### src/rtl/bcd_to_bin_seq.sv
// bcd_to_bin_seq
//   Sequential packed-BCD to binary converter. One digit per clock, MSD first,
//   using a multiply-by-10-and-add accumulator. Latency is fixed at DIGITS
//   accumulate cycles plus a single-cycle done pulse, whatever the data.
// Ports
//   clk    rising-edge clock
//   rst    synchronous active-high reset (aborts any conversion)
//   start  request a conversion; only looked at while idle
//   bcd    packed BCD, digit DIGITS-1 in the MSBs; captured on the accepting edge
//   busy   high while converting
//   done   one-cycle completion pulse; bin/err are valid from this cycle
//   bin    binary result, held until the next done (0 when err)
//   err    a captured nibble was > 9, held until the next done
module bcd_to_bin_seq #(
  parameter int DIGITS = 4,
  parameter int BIN_W  = 14
) (
  input  logic                  clk,
  input  logic                  rst,
  input  logic                  start,
  input  logic [4*DIGITS-1:0]   bcd,
  output logic                  busy,
  output logic                  done,
  output logic [BIN_W-1:0]      bin,
  output logic                  err
);
  localparam int AW = BIN_W + 4;
  localparam int CW = (DIGITS > 1) ? $clog2(DIGITS) : 1;

  typedef enum logic {IDLE, CONV} state_t;

  state_t              state;
  logic [AW-1:0]       acc;
  logic [AW-1:0]       acc_nxt;
  logic [4*DIGITS-1:0] sr;
  logic [CW-1:0]       cnt;
  logic                err_i;
  logic [DIGITS-1:0]   bad;

  // Per-digit range check on the live input; only used on the accepting edge.
  for (genvar g = 0; g < DIGITS; g++) begin : g_chk
    assign bad[g] = (bcd[4*g +: 4] > 4'd9);
  end

  // acc*10 + top nibble; the shifts stay within AW, which has headroom for
  // any valid input. Overflow on invalid digits is harmless: result is forced 0.
  assign acc_nxt = (acc << 3) + (acc << 1) + {{(AW-4){1'b0}}, sr[4*DIGITS-1 -: 4]};

  always_ff @(posedge clk) begin
    if (rst) begin
      state <= IDLE;
      acc   <= '0;
      sr    <= '0;
      cnt   <= '0;
      err_i <= 1'b0;
      busy  <= 1'b0;
      done  <= 1'b0;
      bin   <= '0;
      err   <= 1'b0;
    end else begin
      done <= 1'b0;
      unique case (state)
        IDLE: begin
          if (start) begin
            sr    <= bcd;
            acc   <= '0;
            cnt   <= '0;
            err_i <= |bad;
            busy  <= 1'b1;
            state <= CONV;
          end
        end
        CONV: begin
          acc <= acc_nxt;
          sr  <= sr << 4;
          cnt <= cnt + CW'(1);
          if (cnt == CW'(DIGITS-1)) begin
            bin   <= err_i ? '0 : acc_nxt[BIN_W-1:0];
            err   <= err_i;
            done  <= 1'b1;
            busy  <= 1'b0;
            state <= IDLE;
          end
        end
        default: state <= IDLE;
      endcase
    end
  end
endmodule

### config.mk
export PLATFORM = sky130hd
export DESIGN_NAME = bcd_to_bin_seq
export DESIGN_NICKNAME = d
export VERILOG_FILES = /design/src/rtl/bcd_to_bin_seq.sv
export SDC_FILE = /design/constraint.sdc
export NUM_CORES = 1
export LEC_CHECK = 0
export BUFFER_PORTS_ARGS = -buffer_cell sky130_fd_sc_hd__buf_4
export CAP_MARGIN = 25
export CORE_MARGIN = 2
export CORE_UTILIZATION = 62
export DETAILED_ROUTE_END_ITERATION = 12
export HOLD_SLACK_MARGIN = 0.1
export PLACE_DENSITY_LB_ADDON = 0.25
export SYNTH_ARGS = -nofsm -noshare
export SYNTH_HDL_FRONTEND = slang
export SYNTH_SLANG_ARGS = --single-unit
### constraint.sdc
create_clock -name clk -period 4.13 [get_ports clk]
set_input_delay 0.6195 -clock clk [delete_from_list [all_inputs] [get_ports clk]]
set_output_delay 0.6195 -clock clk [all_outputs]
set_load 0.1 [all_outputs]
==> flow_metrics.env <==
export IMPL_ctsHoldBuffers=0
export IMPL_synthTopCellsByCount="dfxtp_1 (50), nor2_1 (42), a21oi_1 (28)"
export IMPL_crit_path_end_kind="flip-flop"
export IMPL_avgSynthCellArea_um2=8.93
export IMPL_regToRegStartpoint="acc[0]$_SDFFE_PP0P_"
export IMPL_post_cts_buffers=0
export IMPL_maxSlewHeadroom_pct=60.7
export IMPL_synth_distinct_cells=46
export IMPL_holdPathStages=2
export IMPL_yosysWarnings=0
export IMPL_hp_class="flip-flop to flip-flop"
export IMPL_setup_tns_ns=0
export IMPL_io_pins=36
export IMPL_r2r_slack_ns=1.36
export IMPL_diodes=0
export IMPL_htree_levels=2
export IMPL_cp_slowest_cell="fa_1"
export IMPL_clk_path_buf_depth=2
export IMPL_hp_start="err$_SDFFE_PP0P_"
export IMPL_crit_path_max_fanout=4
export IMPL_powerDensity_nw_per_um2=312
export IMPL_hold_viol_final=0
export IMPL_cts_buffers=5
export IMPL_insertion_delay_ns=0.30
export IMPL_grt_pass1_wl_mm=9.45
export IMPL_hold_end="err$_SDFFE_PP0P_"
export IMPL_maxCapViolCount=0
export IMPL_period_needed_ns=2.77
export IMPL_grt_start_max_net_pins=65
export IMPL_fill_cells=339
export IMPL_synth_seq_area_share_pct=36.9
export IMPL_clk_pin_slew_ns=0.09
export IMPL_vdd_drop_max_uv=232
export IMPL_fin_worst_skew_ns=0.00272
export IMPL_ff_latch_area_um2=1000
export IMPL_final_util_pct=72.1
export IMPL_cpPeakStageDelay_ns=0.52
export IMPL_synth_edf_count=0
export IMPL_cts_root_buffer="clkbuf_8"
export IMPL_static_leakage_power_nw=1.41
export IMPL_p_total_mw=0.966
export IMPL_drtIter0Drc=119
export IMPL_clock_sinks=50
export IMPL_syn_inst=304
export IMPL_grt_ovfl_total=0
export IMPL_worst_setup_path_start_kind="flip-flop"
export IMPL_rsz0062_at_grt="no"
export IMPL_slew_violations=0
export IMPL_synth_top_cell_by_area="dfxtp_1"
export IMPL_synth_top_area_share_pct=36.9
export IMPL_netlist_area_um2=2710
export IMPL_grt_pass1_vias=2067
export IMPL_required_ns=4.34
export IMPL_drc=0
export IMPL_multi_input_area_um2=1600
export IMPL_status="completed"
export IMPL_path_class="flip-flop to flip-flop"
export IMPL_wl_mm=5.60
export IMPL_synth_most_common_cell="dfxtp_1"
export IMPL_crit_path_cell_trace="inv_1, fa_1, fa_1, nor2b_1, o2111ai_1, a211oi_1, o21ai_0, a32o_1"
export IMPL_firstDrtPassIters=4
export IMPL_wire_per_inst_um=14.7
export IMPL_worst_slew_pin_transition_ns=0.590
export IMPL_grtUsageTotal_pct=24.0
export IMPL_core_area_um2=4290
export IMPL_die_h_um=70.2
export IMPL_synthFlopType="dfxtp_1"
export IMPL_start_util_pct=63.2
export IMPL_critPathArrivalTime_ns=2.98
export IMPL_crit_top_cell="fa_1"
export IMPL_worstRegToRegCells=8
export IMPL_synth_area_leaders="dfxtp_1 (37%), ha_1 (11%), mux2i_1 (6.6%)"
export IMPL_synth_seq_cells=50
export IMPL_gp_congestion=0.889
export IMPL_synth_nets=348
export IMPL_numPortBuffers=35
export IMPL_post_route_period_util_pct=67.1
export IMPL_async_flop_share_pct=0
export IMPL_area_growth_pct=14.0
export IMPL_antenna_left=0
export IMPL_cts_tree="done"
export IMPL_fmax_ghz=0.361
export IMPL_antenna_found_initial=0
export IMPL_num_rows=24
export IMPL_finalSetupViolCount=0
export IMPL_dp_hpwl_mm=3.87
export IMPL_chipWidth_um=70.2
export IMPL_viasPerCell=5.96
export IMPL_drive_above_1_share_pct=15.2
export IMPL_final_nets=373
export IMPL_dieArea_um2=4920
export IMPL_ctsResizeCount=0
export IMPL_r2r_end="bin[12]$_SDFFE_PP0P_"
export IMPL_vias=2270
## cell families after synthesis
| group | synth area share, % |
|---|---|
| simple gates | 18.2 |
| mux | 6.64 |
| xor+xnor | 1.29 |
| flops | 36.9 |
| buf+inv | 4.20 |
| fa+ha+maj | 12.1 |
| compound gates | 20.7 |
## cells in the final DEF, fill, tap and decap left out, types with 3 or more instances in the layout
| cell type | Yosys | final |
|---|---|---|
| a211oi_1 | 4 | 4 |
| a21o_1 | 3 | 3 |
| a21oi_1 | 28 | 28 |
| a22o_1 | 6 | 6 |
| a31oi_1 | 3 | 3 |
| a32o_1 | 6 | 6 |
| buf_4 | 0 | 38 |
| clkbuf_8 | 0 | 6 |
| dfxtp_1 | 50 | 49 |
| ha_1 | 23 | 23 |
| inv_1 | 8 | 8 |
| mux2i_1 | 18 | 18 |
| nand2_1 | 9 | 9 |
| nand3_1 | 3 | 3 |
| nand3b_1 | 3 | 3 |
| nand4_1 | 3 | 3 |
| nor2_1 | 42 | 42 |
| nor2b_1 | 4 | 4 |
| nor3_1 | 7 | 7 |
| nor3b_1 | 10 | 10 |
| o21a_1 | 4 | 4 |
| o21ai_0 | 12 | 12 |
| or3_1 | 6 | 6 |
| or4_1 | 3 | 3 |
| xnor2_1 | 4 | 4 |
## cell type report
type,count,share of cell area (%)
clock buffer,6,2.67
clock inverter,1,0.970
inverter,8,0.970
multi-input combinational,226,51.7
sequential,50,32.4
tap,52,2.10
timing repair buffer,38,9.22
## state kept, by name, summed over array words and instances (netlist names)
name	flops
sr	16
busy	1
done	1
state	1
bin	14
err_i	1
acc	13
err	1
cnt	2
## through the flow
step | instance area, um^2 | setup slack, ns | hold slack, ns | cells
finish | 3090 | 1.36 | 0.459 | 381
global route | 3090 | 1.20 | 0.485 | 381
CTS | 3090 | 1.35 | 0.462 | 381
detailed placement | 2980 | 1.38 | 0.450 | 374
global placement | 2980 | 1.49 | 0.444 | 374
floorplan | 2710 | 1.63 | 0.453 | 304
## how the worst max path moves through the flow
stage	startpoint	to	slack (ns)	cells after the start
detailed placement	acc[0]$_SDFFE_PP0P_	bin[12]$_SDFFE_PP0P_	1.38	8
global placement	acc[0]$_SDFFE_PP0P_	bin[12]$_SDFFE_PP0P_	1.49	8
CTS	acc[0]$_SDFFE_PP0P_	bin[12]$_SDFFE_PP0P_	1.35	8
global route	acc[0]$_SDFFE_PP0P_	bin[12]$_SDFFE_PP0P_	1.20	8
finish	acc[0]$_SDFFE_PP0P_	bin[12]$_SDFFE_PP0P_	1.36	8
floorplan	acc[0]$_SDFFE_PP0P_	bin[12]$_SDFFE_PP0P_	1.63	8
## routing by layer
metal / up-vias / track usage, % / share of wire, %
li1: 1160 / - / -
met1: 1049 / 31.7 / 46
met5: - / 0 / 0
met2: 52 / 39.0 / 48
met3: 9 / 4.76 / 5.1
met4: 0 / 9.19 / 1.6
## where the power goes
part | total [mW] | internal, mW | switching, mW
registers | 0.505 | 0.496 | 0.00847
logic | 0.107 | 0.0428 | 0.0647
clock network | 0.354 | 0.194 | 0.160
total | 0.966 | 0.733 | 0.233
## worst max-delay path, delay by kind of cell (launching register included)
family                   cells  cell delay [ns]
adder cells (fa/ha/maj)      2             1.00
flip-flops                   1             0.34
AND/OR/NAND/NOR              1             0.22
AO/OA/AOI/OAI                4             1.06
buffers and inverters        1             0.07
No activity file was read; power rests on OpenSTA's default activity.
